[src/rtl/softmax_max_stream.sv]
// Softmax front end: buffers a streamed vector of NUM-lane beats, reduces it to its
// maximum, then replays the beats alongside that maximum. Optional macro: SOFTMAX_NAN_EN.
module softmax_max_stream #(
  parameter int unsigned DATAWIDTH = 16,
  parameter int unsigned EXPWIDTH  = 5,
  parameter int unsigned NUM       = 4,
  parameter int unsigned DEPTH     = 16
) (
  input  logic                          clk,
  input  logic                          reset,
  input  logic                          start,
  input  logic [$clog2(DEPTH+1)-1:0]    num_beats,
  input  logic                          in_valid,
  output logic                          in_ready,
  input  logic [DATAWIDTH*NUM-1:0]      inp,
  output logic                          out_valid,
  input  logic                          out_ready,
  output logic [DATAWIDTH*NUM-1:0]      outp,
  output logic [DATAWIDTH-1:0]          max_out,
  output logic                          out_last,
  output logic                          busy,
  output logic                          done
`ifdef SOFTMAX_NAN_EN
  ,
  output logic                          nan_flag
`endif
);

  localparam int unsigned LW = $clog2(DEPTH + 1);
  localparam int unsigned PW = (DEPTH > 1) ? $clog2(DEPTH) : 1;
  localparam int unsigned BW = DATAWIDTH * NUM;
  localparam int unsigned MW = DATAWIDTH - EXPWIDTH - 1;

  localparam logic [DATAWIDTH-1:0] NEG_INF = {1'b1, {EXPWIDTH{1'b1}}, {MW{1'b0}}};
`ifdef SOFTMAX_NAN_EN
  localparam logic [DATAWIDTH-1:0] QNAN = {1'b0, {EXPWIDTH{1'b1}}, 1'b1, {(MW-1){1'b0}}};
`endif

  typedef enum logic [1:0] {
    S_IDLE,
    S_LOAD,
    S_DRAIN
  } state_e;

  // Monotonic unsigned key: positives above negatives, +0 above -0.
  function automatic logic [DATAWIDTH-1:0] order_key(input logic [DATAWIDTH-1:0] x);
    return x[DATAWIDTH-1] ? ~x : (x | {1'b1, {(DATAWIDTH-1){1'b0}}});
  endfunction

`ifdef SOFTMAX_NAN_EN
  function automatic logic is_nan(input logic [DATAWIDTH-1:0] x);
    return (x[DATAWIDTH-2 -: EXPWIDTH] == {EXPWIDTH{1'b1}}) && (x[MW-1:0] != '0);
  endfunction
`endif

  state_e               state_q, state_d;
  logic [LW-1:0]        len_q, len_d;
  logic [PW-1:0]        wr_ptr_q, wr_ptr_d;
  logic [PW-1:0]        rd_ptr_q, rd_ptr_d;
  logic [DATAWIDTH-1:0] max_q, max_d;
  logic                 done_q, done_d;
  logic                 wr_en_c;
  logic [BW-1:0]        buf_q [DEPTH];
  logic [DATAWIDTH-1:0] beat_max_c;
  logic [LW-1:0]        len_sel_c;
  logic                 last_wr_c;
  logic                 last_rd_c;
`ifdef SOFTMAX_NAN_EN
  logic                 nan_q, nan_d;
  logic                 beat_nan_c;
`endif

  // Lane reduction of the incoming beat; ties keep the lower lane.
  always_comb begin
    beat_max_c = inp[DATAWIDTH-1:0];
`ifdef SOFTMAX_NAN_EN
    beat_nan_c = 1'b0;
`endif
    for (int k = 0; k < NUM; k++) begin
      if (order_key(inp[DATAWIDTH*k +: DATAWIDTH]) > order_key(beat_max_c)) begin
        beat_max_c = inp[DATAWIDTH*k +: DATAWIDTH];
      end
`ifdef SOFTMAX_NAN_EN
      beat_nan_c = beat_nan_c | is_nan(inp[DATAWIDTH*k +: DATAWIDTH]);
`endif
    end
  end

  assign len_sel_c = (num_beats > LW'(DEPTH)) ? LW'(DEPTH) : num_beats;
  assign last_wr_c = (LW'(wr_ptr_q) == len_q - LW'(1));
  assign last_rd_c = (LW'(rd_ptr_q) == len_q - LW'(1));

  // Next-state and datapath control.
  always_comb begin
    state_d  = state_q;
    len_d    = len_q;
    wr_ptr_d = wr_ptr_q;
    rd_ptr_d = rd_ptr_q;
    max_d    = max_q;
    done_d   = 1'b0;
    wr_en_c  = 1'b0;
`ifdef SOFTMAX_NAN_EN
    nan_d    = nan_q;
`endif
    case (state_q)
      S_IDLE: begin
        if (start && (num_beats != '0)) begin
          len_d    = len_sel_c;
          max_d    = NEG_INF;
          wr_ptr_d = '0;
          rd_ptr_d = '0;
          state_d  = S_LOAD;
`ifdef SOFTMAX_NAN_EN
          nan_d    = 1'b0;
`endif
        end
      end
      S_LOAD: begin
        if (in_valid) begin
          wr_en_c  = 1'b1;
          wr_ptr_d = wr_ptr_q + PW'(1);
          if (order_key(beat_max_c) > order_key(max_q)) begin
            max_d = beat_max_c;
          end
`ifdef SOFTMAX_NAN_EN
          nan_d = nan_q | beat_nan_c;
`endif
          if (last_wr_c) begin
            rd_ptr_d = '0;
            state_d  = S_DRAIN;
          end
        end
      end
      S_DRAIN: begin
        if (out_ready) begin
          rd_ptr_d = rd_ptr_q + PW'(1);
          if (last_rd_c) begin
            done_d  = 1'b1;
            state_d = S_IDLE;
          end
        end
      end
      default: state_d = S_IDLE;
    endcase
  end

  always_ff @(posedge clk or negedge reset) begin
    if (!reset) begin
      state_q  <= S_IDLE;
      len_q    <= '0;
      wr_ptr_q <= '0;
      rd_ptr_q <= '0;
      max_q    <= NEG_INF;
      done_q   <= 1'b0;
`ifdef SOFTMAX_NAN_EN
      nan_q    <= 1'b0;
`endif
    end else begin
      state_q  <= state_d;
      len_q    <= len_d;
      wr_ptr_q <= wr_ptr_d;
      rd_ptr_q <= rd_ptr_d;
      max_q    <= max_d;
      done_q   <= done_d;
`ifdef SOFTMAX_NAN_EN
      nan_q    <= nan_d;
`endif
    end
  end

  // Vector buffer is pure storage; it is never read outside DRAIN.
  always_ff @(posedge clk) begin
    if (wr_en_c) begin
      buf_q[wr_ptr_q] <= inp;
    end
  end

  assign in_ready  = (state_q == S_LOAD);
  assign out_valid = (state_q == S_DRAIN);
  assign busy      = (state_q != S_IDLE);
  assign done      = done_q;
  assign outp      = out_valid ? buf_q[rd_ptr_q] : '0;
  assign out_last  = out_valid && last_rd_c;
`ifdef SOFTMAX_NAN_EN
  assign max_out   = out_valid ? (nan_q ? QNAN : max_q) : '0;
  assign nan_flag  = out_valid && nan_q;
`else
  assign max_out   = out_valid ? max_q : '0;
`endif

endmodule

[config.mk]
export PLATFORM = sky130hd
export DESIGN_NAME = softmax_max_stream
export DESIGN_NICKNAME = d
export VERILOG_FILES = /design/src/rtl/softmax_max_stream.sv
export SDC_FILE = /design/constraint.sdc
export NUM_CORES = 1
export LEC_CHECK = 0
export CAP_MARGIN = 20
export CELL_PAD_IN_SITES_DETAIL_PLACEMENT = 1
export CELL_PAD_IN_SITES_GLOBAL_PLACEMENT = 2
export CORE_AREA = 8 8 429 431
export CTS_CLUSTER_SIZE = 24
export DETAILED_ROUTE_END_ITERATION = 8
export DIE_AREA = 0 0 437 439
export PLACE_DENSITY = 0.58
export SLEW_MARGIN = 15
export SYNTH_ARGS = -nofsm -noshare
export SYNTH_HDL_FRONTEND = slang
export SYNTH_SLANG_ARGS = --single-unit
[constraint.sdc]
create_clock -name clk -period 5.6 [get_ports clk]
set_input_delay 0.56 -clock clk [delete_from_list [all_inputs] [get_ports clk]]
set_output_delay 0.56 -clock clk [all_outputs]
set_load 0.005 [all_outputs]
### Word-level counts from Yosys, hierarchy flattened

Memory sizes are Yosys's and may differ from the RTL's.
Index checks and enable logic that the tools add are counted.
W data, S select, Z words.

| operators by class | value |
|---|---|
| muxes and demuxes | 38 |
| $add $sub $neg | 3 |
| equality and inequality tests | 10 |
| magnitude comparators | 5 |
| reduce and logical (&&, ||, !) cells | 12 |
| bitwise operators | 8 |

Operators by type and width:

| operator | count |
|---|---|
| $mux W16 | 15 |
| $not A16 Y16 | 8 |
| $gt A16 B16 Y1 | 4 |
| $mux W64 | 1 |
| $pmux W16 S2 | 1 |
| $mux W4 | 5 |
| $pmux W4 S3 | 1 |
| $eq A4 B5 Y1 | 2 |
| $mux W2 | 5 |
| $reduce_and A5 Y1 | 2 |
| $add A4 B1 Y4 const B | 2 |
| $ne A2 B1 Y1 const B | 4 |
| $pmux W4 S2 | 1 |
| $mux W1 | 7 |
| $pmux W2 S3 | 1 |
| $gt A5 B5 Y1 const B | 1 |
| $mux W5 | 1 |
| $reduce_bool A5 Y1 | 1 |
| $sub A5 B1 Y5 const B | 1 |
| $ne A2 B2 Y1 const B | 2 |
| $reduce_and A4 Y1 | 1 |
| $reduce_bool A2 Y1 | 2 |
| $reduce_and A3 Y1 | 1 |
| $reduce_bool A3 Y1 | 1 |
| other kinds (5) | 6 |

| word-level totals | value |
|---|---|
| memories | 1 |
| flip-flop bits (word level) | 32 |
| input port bits | 74 |
| word-level logic and storage cells | 83 |
| output and inout port bits | 85 |
| bits in writable memories | 1024 |

Memory list:

| memory | depth | width | read ports | clocked after memory_dff | write ports | line | RTL |
|---|---|---|---|---|---|---|---|
| buf_q | 16 | 64 | 1 | 0 | 1 | 63 | `logic [BW-1:0] buf_q [DEPTH];` |

### Depth between registers and ports, before layout

Gate-level depths: netlist of the first run.

| depth | value |
|---|---|
| word-level depth | 18 |
| gate-level depth with buffers | 43 |
| mapped depth without buffers | 34 |

### Least setup slack after synthesis of the first run

Ideal clock, no wire load.

| path | value |
|---|---|
| kind | input to register |
| start point | input inp[15] |
| end point | register max_q[6] |
| data required time | 5479 ps |
| arrival time | 9471 ps |
| library setup time | 121 ps |
| stages on the path | 40 |
| path buffers | 9 |
| setup slack | -3992 ps |
| path through | clkbuf_1 clkbuf_1 xnor2_1 ha_1 nand4_1 a2111o_1 a31o_1 buf_6 mux2i_4 buf_4 xnor2_1 ha_1 a21o_1 nand3_1 a211oi_1 nor4b_2 or2_1 buf_4 [... 4 more ...] a21oi_1 o21ai_0 a2111oi_4 a31oi_2 o41ai_1 a21oi_4 inv_2 buf_6 xnor2_1 ha_1 nand4_1 or3_1 nor4_1 nor3_1 and3_1 clkbuf_1 clkbuf_1 a22o_1 |

| between the ends | value |
|---|---|
| word-level cells in the longest chain between the ends | 17 |
| elaborated cells between the ends (all ways) | 20 |
| classes of those cells | 4 x order compare; 1 x eq/ne; 10 x mux; 4 x bitwise; 1 x reduce/logical |

RTL lines:

| element | line | RTL |
|---|---|---|
| start, declared | 15 | `input logic [DATAWIDTH*NUM-1:0] inp,` |
| $not A16 Y16 | 47 | `return x[DATAWIDTH-1] ? ~x : (x \| {1'b1, {(DATAWIDTH-1){1'b0}}});` |
| $mux W16 | 47 |  |
| $gt A16 B16 Y1 | 80 | `if (order_key(inp[DATAWIDTH*k +: DATAWIDTH]) > order_key(beat_max_c)) begin` |
| $mux W16 * | 80 |  |
| $not A16 Y16 | 47 |  |
| $mux W16 | 47 |  |
| $gt A16 B16 Y1 | 80 |  |
| $mux W16 * | 80 |  |
| $not A16 Y16 | 47 |  |
| $mux W16 | 47 |  |
| $gt A16 B16 Y1 | 80 |  |
| $mux W16 * | 80 |  |
| $not A16 Y16 | 47 |  |
| $mux W16 | 47 |  |
| $gt A16 B16 Y1 | 122 | `if (order_key(beat_max_c) > order_key(max_q)) begin` |
| $ne A2 B1 Y1 (no line) | -- |  |
| $reduce_and A4 Y1 (no line) | -- |  |
| end signal, assigned | 163 | `max_q <= max_d;` |
| end, declared | 60 | `logic [DATAWIDTH-1:0] max_q, max_d;` |

Every way passes the cells marked *; elsewhere a longest branch is shown, timed or not. The select of a mux whose other input is x is not followed.
A chain may end at the register's enable or synchronous reset.

### Worst setup path in the final report of the first run

| path | value |
|---|---|
| start point | input inp[31] |
| end point | register max_q[9] |

Same word-level chain as after synthesis.

==> results of run 1 <==
[cells in the final DEF, fill, tap and decap left out, types with 7 or more instances in the layout]
cell | netlist | routed
xnor2_2 | 9 | 17
nor4_2 | 1 | 8
buf_4 | 3 | 213
dlygate4sd2_1 | 0 | 12
a21oi_1 | 25 | 17
buf_12 | 0 | 37
xnor2_4 | 0 | 12
nand2_1 | 31 | 30
ha_1 | 73 | 60
clkinv_2 | 0 | 22
clkbuf_16 | 0 | 117
xor2_1 | 46 | 39
xnor2_1 | 74 | 54
dfrtp_1 | 26 | 22
mux2i_4 | 2 | 13
nor2_1 | 34 | 32
mux4_2 | 320 | 320
clkdlybuf4s50_1 | 0 | 126
buf_6 | 2 | 27
a22o_1 | 12 | 12
clkbuf_1 | 70 | 23
ha_4 | 0 | 11
edfxtp_1 | 1024 | 1024
inv_1 | 34 | 33
nor4_1 | 18 | 9
clkinv_1 | 1 | 28
nand4_1 | 13 | 13
o21ai_0 | 17 | 11
and2_1 | 88 | 76
xor2_2 | 0 | 7
and2_4 | 0 | 12
mux2i_1 | 33 | 16
bufinv_16 | 0 | 7
[layer usage]
layer | vias up | wire [um] | global-route usage (%)
li1 | 9558 | - | -
met3 | 133 | 5680 | 2.38
met2 | 512 | 69500 | 24.3
met1 | 12439 | 58500 | 17.9
met4 | 0 | 2620 | 3.20
met5 | - | 0 | 0
[final cells by class]
class	instances	share of cell area, %
clock inverter	66	0.965
inverter	36	0.248
clock buffer	139	5.40
multi-input combinational	896	23.3
tap	2355	5.32
sequential	1056	57.0
timing repair buffer	438	7.78
[sequential cells by signal, indices dropped and copies added, names as in the netlist]
register and cells:
rd_ptr_q 4, buf_q 1024, done 1, wr_ptr_q 4, max_q 16, state_q 2
len_q 5
[power by group through the flow]
stage,logic (W),registers [W],clock network [W]
6_report,0.00725,0.00928,0.00721
5_1_grt,0.00781,0.00932,0.00763
3_5_place_dp,0.00656,0.00946,0
3_3_place_gp,0.00645,0.00943,0
2_1_floorplan,0.00397,0.00920,0
4_1_cts,0.00710,0.00929,0.00737
[metrics by stage]
step	std cells	power [W]	setup WS, ps	setup TNS (ps)	hold WS (ps)
final	4986	0.0237	-2180	-34270	155
after CTS	4977	0.0238	-2130	-33430	87.5
after global placement	4741	0.0159	-3610	-57470	503
after floorplan	2098	0.0132	-2880	-44980	264
after global routing	4986	0.0248	-2390	-37630	124
after detailed placement	4741	0.0160	-3830	-60670	510
[cells by family after synthesis]
logic type               Yosys count
buffers and inverters            147
flip-flops                      1056
AO/OA/AOI/OAI                    110
adder cells (fa/ha/maj)           73
AND/OR/NAND/NOR                  225
XOR/XNOR                         130
multiplexers                     357
[worst max path at each step]
| stage | cells after the start | endpoint |
|---|---|---|
| finish | 41 | max_q[9] |
| global route | 42 | max_q[8] |
| CTS | 40 | max_q[3] |
| detailed placement | 37 | max_q[4] |
| global placement | 37 | max_q[0] |
| floorplan | 40 | max_q[6] |
[timing repair]
action	CTS	global route
hold buffers	0	0
pin swaps	63	53
setup endpoints to repair	16	16
gates resized for setup	181	69
setup buffers	24	11
gates cloned	8	1
[critical path: cells and delay by family]
kind	cells	cell delay [ps]
and+or+nand+nor	6	1400
adders and majority gates	4	1140
xor gates and xnor gates	4	480
muxes	2	480
AOI/OAI and AO/OA	13	2540
buffers and inverters	12	1770
==> impl_metrics.yaml, run 1 <==
run_status:
  outcome: "complete, but fails checks"
  violations: "setup timing"
sta:
  clock.fmax_mhz: 129
  rsz0062_at_grt: "yes"
  setup_viol: 16
  hold_viol_final: 0
  tightest_slew_ps: 1110
  clock_skew_ps: 24.7
  setup_ws_ps: -2180
  slew_viol_final: 0
  period_needed_ps: 7780
  relSlewSlack_pct: 25.7
  period_share_pct: 139
power_and_ir_drop:
  power_density_nw_per_um2: 429
  power.internal_w: 0.0168
  switching_power_w: 0.00699
  peakVddDrop_mv: 0.233
  comb_power_share_pct: 30.6
  pwr-share-clk_pct: 30.4
  sequentialPowerShare_pct: 39.1
  power_switching_share_pct: 29.4
  power.leakage_nw: 17.6
floorplanning:
  core_um2: 177000
  num_rows: 155
  start_util_pct: 24.8
  die_h_um: 439
  dieArea_um2: 192000
  io_pins: 159
  die_x_um: 437
route:
  drtPass1Iterations: 4
  initialDrtViolationCount: 1697
  wl_per_cell_um: 27.3
  drt-total-wl_mm: 136
  ant_nets: 0
  viasPerCell: 4.54
  drc: 0
  via_count: 22642
place:
  port_buffers: 158
  placed_cell_area_um2: 50500
  hpwl_mm: 81.3
  place_congestion: 0.805
worst_setup_path:
  timing.rr.end: "buf_q[14][55]"
  r2r-start: "state_q[1]"
  r2r_slack_ps: 2370
  crit_start: "inp[31]"
  crit_type: "input pin to register"
  cp_common_cell: "buf_6"
  crit_fanout: 8
  worstPathRequired_ps: 6250
  r2r_cells: 6
  critPathArrivalTime_ps: 8430
  crit_path_end_kind: "register"
  crit_path_top_delay_cell: "a2111o_1"
  crit_path_start_kind: "input pin"
  max_stage_delay_ps: 380
yosys:
  synth-seq-cells: 1056
  synth-seq-area-share_pct: 71.8
  ys.flop_type: "edfxtp_1"
  yosys.area.top_type: "edfxtp_1"
  synth_edf_count: 1024
  synth_simple_gate_area_share_pct: 2.86
  synthAdderAreaFrac_pct: 2.08
  syn_avg_cell_area_um2: 21.0
  yosys_warnings: 0
  synth-async-reset-ratio_pct: 3.03
  syn_inst: 2098
  synth_cell_types: 67
  synth.most_common_cell: "edfxtp_1"
  syn_nets: 2245
  synth_top_family_by_area: "multiplexers"
  synth_area_um2: 44000
  synthMuxAreaShare_pct: 17.3
  synth_area_leaders: "edfxtp_1 70%, mux4_2 16%, ha_1 2.1%"
  synth_compound_area_share_pct: 1.83
  synth_top_area_share_pct: 70.0
  synthXorXnorAreaFrac_pct: 2.78
  synth_common_cells: "1,024 x edfxtp_1, 320 x mux4_2, 88 x and2_1, 74 x xnor2_1, 73 x ha_1"
cells_and_area:
  multi_input_area_um2: 12900
  seqCellArea_um2: 31600
  layout-drive-gt1-share_pct: 35.1
  final_area_um2: 55400
  nFillCells: 17914
  diodes: 0
  nets: 2688
  syn_to_final_growth_pct: 26.0
  final_util_pct: 31.2
clock_tree:
  cts_made_buffers: 113
  cts_tree: "done"
  clock_path_buffers: 3
  cts.sinks: 1056
  insertion_delay_ps: 740
  clk_pin_slew_ps: 60
  clockRootBuffer: "clkbuf_16"
  h-tree-depth: 3
grt:
  grt-ovfl-total: 0
  track_usage_pct: 13.9
  grt_max_degree: 65
  grt_first_pass_wirelength_mm: 192
  antenna_found_initial: 5
  grt_pass1_vias: 25196
hold_path:
  hp-class: "input pin to register"
  hold_start: "inp[17]"
  whs_path_depth: 2
  min_to: "buf_q[6][17]"
run:
  maxCapViolCount: 0
(Power assumes the default switching activity.)
==> inputs of run 2 (changes only) <==
--- a/config.mk
+++ b/config.mk
@@ -5,7 +5,7 @@
 export SDC_FILE = /design/constraint.sdc
 export NUM_CORES = 1
 export LEC_CHECK = 0
-export CAP_MARGIN = 20
+export CAP_MARGIN = 25
 export CELL_PAD_IN_SITES_DETAIL_PLACEMENT = 1
 export CELL_PAD_IN_SITES_GLOBAL_PLACEMENT = 2
 export CORE_AREA = 8 8 429 431
==> run 2 against run 1 <==
The flow still finishes with violations (setup timing). First-iteration DRC count shrank 2.2%. Sequential share of layout area about the same. Highest routed layer unchanged. Largest cell class unchanged. Hold slack got worse by 1.4 ps. Critical endpoint unchanged. Register-to-register slack improved by 40 ps. Fmax is 0.14% higher. Largest power group unchanged. Setup slack gained 11 ps. Cell area is essentially flat. Clock power is essentially flat.
==> impl_metrics.yaml, run 2 (same netlist as run 1, synthesis figures left out) <==
run_status:
  outcome: "complete, but fails checks"
  violations: "setup timing"
route:
  drc: 0
  initialDrtViolationCount: 1660
  viasPerCell: 4.53
  wl_per_cell_um: 27.3
  via_count: 22603
  drtPass1Iterations: 5
  ant_nets: 0
  drt-total-wl_mm: 136
worst_setup_path:
  r2r_cells: 6
  max_stage_delay_ps: 380
  r2r-start: "state_q[1]"
  crit_type: "input pin to register"
  worstPathRequired_ps: 6250
  r2r_slack_ps: 2410
  timing.rr.end: "buf_q[14][55]"
  crit_path_start_kind: "input pin"
  crit_end: "max_q[9]"
  critPathArrivalTime_ps: 8420
  crit_fanout: 8
  crit_start: "inp[31]"
  crit_path_end_kind: "register"
  cp_common_cell: "buf_6"
  crit_path_top_delay_cell: "a2111o_1"
floorplanning:
  dieArea_um2: 192000
  die_h_um: 439
  die_x_um: 437
  io_pins: 159
  core_um2: 177000
  num_rows: 155
  start_util_pct: 24.8
clock_tree:
  cts.sinks: 1056
  hold_buffers: 0
  cts_tree: "done"
  clk_pin_slew_ps: 60
  insertion_delay_ps: 740
  h-tree-depth: 3
  clockRootBuffer: "clkbuf_16"
  cts_made_buffers: 113
  clock_path_buffers: 3
sta:
  tightest_slew_ps: 1050
  relSlewSlack_pct: 29.9
  clock_skew_ps: 24.8
  clock.fmax_mhz: 129
  slew_viol_final: 0
  rsz0062_at_grt: "yes"
  period_share_pct: 139
  setup_ws_ps: -2170
  period_needed_ps: 7770
  hold_viol_final: 0
  setup_viol: 16
cells_and_area:
  largest_register_ffs: 1024
  diodes: 0
  syn_to_final_growth_pct: 26.1
  most-common-layout-cells: "1,024 x edfxtp_1, 320 x mux4_2, 213 x buf_4"
  final_common_cell: "edfxtp_1"
  top_register: "buf_q"
  nets: 2689
  top_regs: "buf_q (1024), max_q (16), len_q (5)"
  layout-drive-gt1-share_pct: 35.1
power_and_ir_drop:
  power_density_nw_per_um2: 428
  power.leakage_nw: 17.6
  finalPower_w: 0.0237
  peakVddDrop_mv: 0.231
place:
  hpwl_mm: 81.3
  place_congestion: 0.805
  port_buffers: 158
  dp_slack_ps: -3830
grt:
  track_usage_pct: 13.9
  grt_first_pass_wirelength_mm: 192
  antenna_found_initial: 5
  grt-ovfl-total: 0
  grt_max_degree: 65
  grt_pass1_vias: 25196
run:
  maxCapViolCount: 0
hold_path:
  hp-class: "input pin to register"
==> run 2: cell types whose count changed in the layout (fill, tap and decap cells not counted) <==
cell / before / now
buf_16: 3 / 4
==> run 2: how the worst min path moves through the flow <==
stage	from	slack, ps	endpoint	cells after the start
after floorplan	reset	260	done	0
after CTS	inp[17]	90	buf_q[6][17]	2
final	inp[17]	150	buf_q[6][17]	2
after global placement	max_q[11]	500	max_q[11]	2
after global routing	inp[17]	120	buf_q[6][17]	2
after detailed placement	max_q[10]	510	max_q[10]	2
==> run 2: through the flow <==
stage,cells,setup TNS (ps),instance area [um^2],hold WS [ps],util (%)
2_1_floorplan,2098,-44980,44300,264,-
3_3_place_gp,4741,-57470,50500,503,28.5
3_5_place_dp,4741,-60670,50500,510,28.5
4_1_cts,4977,-33430,54900,87.5,31.0
5_1_grt,4987,-37630,55400,124,31.3
6_report,4987,-34090,55400,154,31.3
==> run 2: final cells by class <==
| cell class | count | area (um^2) |
|---|---|---|
| fill | 17912 | 122000 |
| sequential | 1056 | 31600 |
| multi-input combinational | 896 | 12900 |
| timing repair buffer | 439 | 4340 |
| clock buffer | 139 | 2990 |
| tap | 2355 | 2950 |
| clock inverter | 66 | 534 |
| inverter | 36 | 138 |
==> run 2: what timing repair did <==
item / CTS / global route
pin swaps: 63 / 53
setup endpoints to repair: 16 / 16
cloned: 8 / 1
gates resized for setup: 181 / 69
buffers inserted: 24 / 11
==> run 2: power by group <==
group          total, W  internal [W]  switching [W]
Combinational   0.00725       0.00370        0.00355
Clock           0.00720       0.00409        0.00311
Sequential      0.00928       0.00896       0.000323
Total            0.0237        0.0168        0.00698
==> run 2: worst max-delay path, delay by kind of cell <==
kind                       cells  cell delay, ps
adders and majority gates      4            1140
AOI/OAI and AO/OA             13            2530
muxes                          2             480
and+or+nand+nor                6            1400
xor gates and xnor gates       4             480
buffers and inverters         12            1770
==> run 2: routing by layer <==
metal	global-route usage, %	vias up	share of wire (%)
met1	17.9	12413	43
li1	-	9559	-
met4	3.20	0	1.9
met5	0	-	0
met3	2.38	139	4.1
met2	24.3	492	51
